--- src/rtl/display_pkg.sv ---
// Shared widths and FSM encodings for the display value scheduler and its
// shared binary-to-BCD converter.
package display_pkg;
  localparam int VAL_W      = 16;
  localparam int BCD_DIGITS = 5;
  localparam int BCD_W      = 4 * BCD_DIGITS;

  localparam logic [2:0] S_IDLE    = 3'd0;
  localparam logic [2:0] S_SELECT  = 3'd1;
  localparam logic [2:0] S_CONVERT = 3'd2;
  localparam logic [2:0] S_LATCH   = 3'd3;
  localparam logic [2:0] S_HOLD    = 3'd4;
endpackage

--- src/rtl/display_value_scheduler_conv.sv ---
// Iterative double-dabble converter: one input bit per cycle, VAL_W cycles
// after start. done flags the cycle in which the final shift happens.
module bcd_shift_converter
  import display_pkg::*;
(
  input  logic             clk,
  input  logic             rst,
  input  logic             start,
  input  logic [VAL_W-1:0] value,
  output logic             done,
  output logic [BCD_W-1:0] bcd
);
  logic [VAL_W-1:0] bin;
  logic [3:0]       cnt;
  logic             run;
  logic [BCD_W-1:0] adj;

  always_comb begin
    adj = bcd;
    for (int d = 0; d < BCD_DIGITS; d++)
      if (bcd[4*d +: 4] >= 4'd5) adj[4*d +: 4] = bcd[4*d +: 4] + 4'd3;
  end

  assign done = run && (cnt == 4'(VAL_W - 1));

  always_ff @(posedge clk or posedge rst) begin
    if (rst) begin
      bin <= '0;
      bcd <= '0;
      cnt <= '0;
      run <= 1'b0;
    end else if (start) begin
      bin <= value;
      bcd <= '0;
      cnt <= '0;
      run <= 1'b1;
    end else if (run) begin
      {bcd, bin} <= {adj, bin} << 1;
      cnt        <= cnt + 4'd1;
      if (done) run <= 1'b0;
    end
  end
endmodule

--- src/rtl/display_value_scheduler.sv ---
// Round-robin scheduler sharing one BCD converter among NUM_SRC book values;
// each result is latched and held on display for HOLD_CYCLES.
module display_value_scheduler
  import display_pkg::*;
#(
  parameter int NUM_SRC     = 4,
  parameter int HOLD_CYCLES = 50_000_000
) (
  input  logic                       clk,
  input  logic                       rst,
  input  logic [VAL_W*NUM_SRC-1:0]   src_val,
  input  logic [NUM_SRC-1:0]         src_valid,
  input  logic                       freeze,
  output logic [BCD_W-1:0]           bcd_out,
  output logic [$clog2(NUM_SRC)-1:0] src_sel,
  output logic                       busy,
  output logic                       update
);
  localparam int SEL_W = $clog2(NUM_SRC);

  logic [2:0]       state;
  logic [SEL_W-1:0] last, cur, nxt, hi_idx, lo_idx;
  logic             hi_ok, any;
  logic [31:0]      hold_cnt;
  logic [VAL_W-1:0] vals [NUM_SRC];
  logic             conv_done;
  logic [BCD_W-1:0] conv_bcd;

  for (genvar i = 0; i < NUM_SRC; i++) begin : g_val
    assign vals[i] = src_val[VAL_W*i +: VAL_W];
  end

  // Next grant: lowest valid index above the last grant, else lowest valid
  // overall (which re-grants a lone source).
  always_comb begin
    hi_idx = '0;
    hi_ok  = 1'b0;
    lo_idx = '0;
    any    = 1'b0;
    for (int i = NUM_SRC - 1; i >= 0; i--) begin
      if (src_valid[i]) begin
        lo_idx = SEL_W'(i);
        any    = 1'b1;
        if (SEL_W'(i) > last) begin
          hi_idx = SEL_W'(i);
          hi_ok  = 1'b1;
        end
      end
    end
  end
  assign nxt = hi_ok ? hi_idx : lo_idx;

  assign busy = (state == S_SELECT) || (state == S_CONVERT) || (state == S_LATCH);

  bcd_shift_converter u_conv (
    .clk   (clk),
    .rst   (rst),
    .start ((state == S_SELECT) && any),
    .value (vals[nxt]),
    .done  (conv_done),
    .bcd   (conv_bcd)
  );

  always_ff @(posedge clk or posedge rst) begin
    if (rst) begin
      state    <= S_IDLE;
      last     <= SEL_W'(NUM_SRC - 1);
      cur      <= '0;
      bcd_out  <= '0;
      src_sel  <= '0;
      update   <= 1'b0;
      hold_cnt <= '0;
    end else begin
      update <= 1'b0;
      case (state)
        S_IDLE: if (|src_valid) state <= S_SELECT;
        S_SELECT: begin
          if (any) begin
            cur   <= nxt;
            last  <= nxt;
            state <= S_CONVERT;
          end else begin
            state <= S_IDLE;
          end
        end
        S_CONVERT: if (conv_done) state <= S_LATCH;
        S_LATCH: begin
          bcd_out  <= conv_bcd;
          src_sel  <= cur;
          update   <= 1'b1;
          hold_cnt <= 32'(HOLD_CYCLES - 1);
          state    <= S_HOLD;
        end
        S_HOLD: begin
          // freeze pauses both the countdown and the early exit on a drop
          if (!freeze) begin
            if (!src_valid[src_sel] || hold_cnt == '0) state <= S_SELECT;
            else hold_cnt <= hold_cnt - 32'd1;
          end
        end
        default: state <= S_IDLE;
      endcase
    end
  end
endmodule

--- config.mk ---
export PLATFORM = sky130hd
export DESIGN_NAME = display_value_scheduler
export DESIGN_NICKNAME = d
export VERILOG_FILES = /design/src/rtl/display_pkg.sv /design/src/rtl/display_value_scheduler_conv.sv /design/src/rtl/display_value_scheduler.sv
export SDC_FILE = /design/constraint.sdc
export NUM_CORES = 1
export LEC_CHECK = 0
export CAP_MARGIN = 25
export CORE_ASPECT_RATIO = 1.4
export CORE_MARGIN = 3
export CORE_UTILIZATION = 38
export CTS_BUF_LIST = sky130_fd_sc_hd__clkbuf_4
export DETAILED_ROUTE_END_ITERATION = 7
export PLACE_DENSITY = 0.62
export RECOVER_POWER = 25
export REMOVE_ABC_BUFFERS = 1
export SKIP_CTS_REPAIR_TIMING = 1
export SYNTH_ARGS = -nofsm -noshare
export SYNTH_HDL_FRONTEND = slang
export SYNTH_SLANG_ARGS = --single-unit
--- constraint.sdc ---
create_clock -name clk -period 4.06 [get_ports clk]
set_input_delay 0.406 -clock clk [delete_from_list [all_inputs] [get_ports clk]]
set_output_delay 0.406 -clock clk [all_outputs]
set_load 0.005 [all_outputs]
# == After elaboration in Yosys (flattened, before gate mapping) ==
# Cells that the tools add are included.
# W data, S select, Z words.
# word_totals
regBits,103
in_bits,71
out_inout_bits,24
word_cells,108
# classes
addsub,7
n_lt_le_gt_ge,11
eq_ne,10
muxes,54
bitwise_logic,1
n_reduce_logical,14
# ops
operator,n
$mux W16,4
$mux W32,2
$pmux W32 S2,1
$mux W20,2
$bmux W16 S2,1
$logic_not A32 Y1,1
$sub A32 B1 Y32 const B,1
$mux W2,14
$mux W4,6
$ge A4 B3 Y1 const B,5
$mux W1,17
$add A4 B2 Y4 const B,4
$mux W3,5
$pmux W3 S5,1
$ne A2 B2 Y1 const B,5
$eq A3 B2 Y1 const B,2
$add A4 B1 Y4 const B,1
$eq A4 B4 Y1 const B,1
$gt A1 B2 Y1 const A,2
$gt A2 B2 Y1 const A,2
$reduce_and A4 Y1,1
$reduce_bool A2 Y1,2
$reduce_or A4 Y1,1
$add A3 B2 Y3 const B,1
other kinds (12),15

# == Depth between registers and ports, before layout ==
# logic_depth
depth_word,15
depth_mapped,8
ltp_nobuf,7

# == Cells and area by module ==
# From an unflattened synthesis, not the netlist that was laid out.
# hier_totals
cells_unflattened,608
hier_area_um2,5769.3
# modules_own_cells
mod,n_inst,cells_per_inst,area_per_inst_um2,seq_area_each_um2
display_value_scheduler,1,382,3573.4,1554.0
bcd_shift_converter,1,226,2195.9,1026.0

# == Worst setup path after synthesis ==
# No wires, ideal clock.
# synth_timing
kind,register -> register
from,register hold_cnt[4]
to,register hold_cnt[31]
setup_ns,0.120
arrival_time_ns,2.088
required_ns,3.940
slack_ns,1.851
stages_incl_launch_ff,7
n_path_buf,1
synth_period_minus_slack_ns,2.209
path_cell_list,dfrtp_1 or4_4 or3_4 a211oi_4 buf_6 a31oi_1 a41o_1
# synth_between
elab_chain_len,4
elab_cells_between_ends,8
cone_classes,1 x add/sub; 1 x eq/ne; 3 x mux; 3 x reduce/logical
# synth_lines
item,line_no,source
from (decl),display_value_scheduler.sv:24,logic [31:0] hold_cnt;
from (signal assigned),display_value_scheduler.sv:91,hold_cnt <= 32'(HOLD_CYCLES - 1);
from (signal assigned),display_value_scheduler.sv:98,else hold_cnt <= hold_cnt - 32'd1;
$sub A32 B1 Y32 / $logic_not A32 Y1 (equally long branches),"display_value_scheduler.sv:98, display_value_scheduler.sv:97",
$mux W32 / $logic_or A1 B1 Y1 (equally long branches),display_value_scheduler.sv:97,if (!src_valid[src_sel] || hold_cnt == '0) state <= S_SELECT;
$mux W32 / $ne A2 B2 Y1 (equally long branches),--,
$pmux W32 S2 / $reduce_and A3 Y1 (equally long branches),--,
# Parallel ways exist; a longest one is shown, timed or not. The select of a mux whose other input is x is not followed.
# A chain may end at the register's enable or synchronous reset.

# == Worst setup path in the final report ==
# Same ends and word-level chain as after synthesis.

==> flow_summary.yaml <==
run_status:
  status: "finished, violations left"
  violations: "capacitance limit, slew limit"
min_path:
  holdPathEnd: "src_sel[1]"
  hold_path_depth: 2
  hold_class: "reg2reg"
  hp-start: "cur[1]"
sta:
  maxSlewHeadroom: -0.985
  max_freq_mhz: 366
  timing.final.hold_violations: 0
  report.final.slew_viol_count: 68
  rsz0062_at_grt: "no"
  post-route-min-period_ps: 2730
  clock_skew_ps: 25.2
  setup_viol: 0
  fin_setup_tns_ps: 0
  tightest_slew_ps: 2960
  min_period_over_period: 0.674
synthesis:
  ys_seq_area_frac: 0.440
  synth-edff-count: 0
  yosysUniqueCellTypes: 58
  ys_ff_latch: 103
  netlist_instances: 635
  ys.flop_type: "dfrtp_1"
  async_reset_ff_frac: 1.00
  syn_area_um2: 5860
  yosysWarnings: 0
  avgSynthCellArea_um2: 9.23
clocking:
  cts-root-buf: "clkbuf_4"
  cts.htree.levels: 3
  cts.clk_slew.worst_paths_ps: 180
  clock-sinks: 103
  clockBufferDepth: 2
  cts_tree: "yes"
  cts_buffers: 9
  clock_latency_ps: 470
pwr:
  power.share.switching: 0.403
  total_power_mw: 4.11
  clockPowerShare: 0.137
  peakVddDrop_v: 0.000258
  powerDensity_nw_per_um2: 577
  power.net_switching_mw: 1.66
  leakage_nw: 2.96
  p_int_mw: 2.46
  comb_power_share: 0.456
  pwr-share-seq: 0.406
final_layout:
  fin_util: 0.474
  nets: 798
  ff_latch_area_um2: 2580
  areaGrowthSynthToFinish_pct: 21.7
  layout-drive-gt1-share: 0.0682
  nFillCells: 1412
  multiInputGateArea_um2: 3000
grt:
  grt_pass1_vias: 5041
  grt.overflow.total: 0
  groute.usage.overall: 0.167
  grt_pass1_wl_um: 23800
  grt_max_degree: 68
  antenna_found_initial: 1
worst_setup_path:
  cp.required_ps: 4410
  path_max_fanout: 21
  worst_r2r_endpoint: "hold_cnt[31]"
  crit_chain: "or4_4, or3_4, a211oi_4, a31oi_1, a41o_1"
  path_class: "reg2reg"
  critPathMaxStageDelay_ps: 750
  crit_path_end_kind: "flip-flop"
  path_buf_inv: 0
  cp_top_family: "compound AO/OA/AOI/OAI gates"
  slowest_stage: "a211oi_4"
  reg2reg_from: "hold_cnt[4]"
  startpoint_type: "flip-flop"
  arrival_ps: 3090
  reg2reg_depth: 5
  r2r_slack_ps: 1330
route:
  first_iter_violations: 229
  ant_nets: 0
  dr.pass1.iters: 4
  via_per_inst: 5.50
  drcViolationCount: 0
  drt-wirelength-per-cell_um: 15.5
  wl_um: 14200
  vias: 5026
placed_design:
  place.gp.congestion: 0.856
  hpwlAfterDp_um: 10400
  io_buffers: 94
die:
  rows: 53
  core_area_um2: 15100
  initial_core_util: 0.389
  die-area_um2: 17000
  dieHeight_um: 153
  io_pins: 95
  die-width_um: 111
run:
  cap_violations: 1
[registers in the layout, indices dropped and copies added, names as in the netlist, 2 cells and up]
signal / flops
u_conv.bin: 16
u_conv.cnt: 4
hold_cnt: 32
src_sel: 2
state: 3
u_conv.bcd: 20
last: 2
bcd_out: 20
cur: 2
[placed cells by master (no fill, tap or decap), types with 4 or more instances in the layout]
master / Yosys / layout
o21ai_0: 27 / 27
nor2_1: 46 / 46
nand3_1: 14 / 13
a31oi_1: 21 / 21
dfrtp_1: 101 / 100
o31ai_1: 5 / 5
a2111oi_0: 15 / 15
o211ai_1: 4 / 4
and2_1: 4 / 4
clkbuf_4: 0 / 9
xnor2_1: 7 / 7
nor3b_1: 6 / 6
a21oi_1: 39 / 39
nand2_1: 72 / 72
nor3_1: 4 / 4
nor2b_1: 17 / 17
and3_1: 9 / 9
nand2b_1: 12 / 12
nand4_1: 5 / 5
nor4_1: 9 / 9
o21ai_1: 11 / 11
or3_1: 4 / 4
inv_1: 31 / 30
ha_1: 13 / 13
mux2i_1: 34 / 34
clkdlybuf4s50_1: 0 / 93
or4_1: 9 / 9
a211oi_1: 37 / 37
buf_4: 1 / 12
[kinds of logic after synthesis]
| family | count (synthesis) | share of synthesized area |
|---|---|---|
| AND/OR/NAND/NOR | 233 | 0.213 |
| AO/OA/AOI/OAI | 172 | 0.194 |
| flip-flops | 103 | 0.440 |
| buffers and inverters | 69 | 0.0483 |
| multiplexers | 35 | 0.0619 |
| adder cells (fa/ha/maj) | 13 | 0.0278 |
| XOR/XNOR | 10 | 0.0149 |
[through the flow]
step                      instances  worst slack (ps)  hold slack, ps  cell area (um^2)
after floorplan                 597               953             439              5690
after global placement          895              1280             461              6970
after detailed placement        895              1260             466              6970
after CTS                       911              1340             443              7120
after global routing            913               880             525              7130
final                           913              1330             497              7130
[worst max path at each step]
stage / startpoint / to / slack, ps / cells past startpoint
4_1_cts: hold_cnt[4] / hold_cnt[14] / 1340 / 5
5_1_grt: rst / u_conv.run / 880 / 2
3_3_place_gp: src_valid[2] / u_conv.bin[13] / 1280 / 7
6_report: hold_cnt[4] / hold_cnt[31] / 1330 / 5
3_5_place_dp: src_valid[3] / u_conv.bin[11] / 1260 / 7
2_1_floorplan: rst / bcd_out[0] / 950 / 1
[layer usage]
metal | global-route usage | wire [um] | vias up
met2 | 0.290 | 7090 | 128
met3 | 0.0317 | 592 | 18
met5 | 0 | 0 | -
met1 | 0.205 | 6200 | 2408
li1 | - | - | 2472
met4 | 0.0628 | 317 | 0
[power groups by stage]
stage	Clock [mW]	Combinational [mW]	Sequential (mW)
2_1_floorplan	0	1.23	1.65
4_1_cts	0.581	1.90	1.67
3_3_place_gp	0	1.83	1.68
6_report	0.564	1.88	1.67
3_5_place_dp	0	1.90	1.69
5_1_grt	0.619	2.11	1.72
[cell type report]
class / count / area share
clock buffers: 9 / 0.00948
diodes: 2 / 0.000702
inverters: 31 / 0.0165
multi-input cells: 463 / 0.421
flip-flops and latches: 103 / 0.362
well taps: 192 / 0.0337
clock inverters: 7 / 0.0118
repair buffers: 106 / 0.145
[synthesized netlist by cell type, drive strengths merged, types with 4 or more instances]
cell	n	area share
o31ai	6	0.010
or3	7	0.0088
inv	31	0.020
buf	12	0.012
nand4	6	0.0090
nor3	5	0.0051
nand2	72	0.046
o211ai	4	0.0051
nor3b	6	0.0077
nand2b	12	0.013
and4	4	0.0064
nor4	10	0.013
dfrtp	101	0.43
and3	9	0.0096
or4	11	0.015
o21ai	38	0.032
mux2i	34	0.058
nor2b	17	0.018
and2	4	0.0043
a211oi	38	0.051
a21oi	39	0.033
nand3	16	0.015
ha	13	0.028
nor2	46	0.029
a31oi	21	0.022
a2111oi	15	0.022
xnor2	7	0.010
clkbuf	26	0.017
[tightest hold or removal path, stage by stage (launching register included)]
cell and delay (ps):
dfrtp_1 400, nand2_1 60, nand2_1 50
Note: power is estimated with default switching activity, not from simulation.
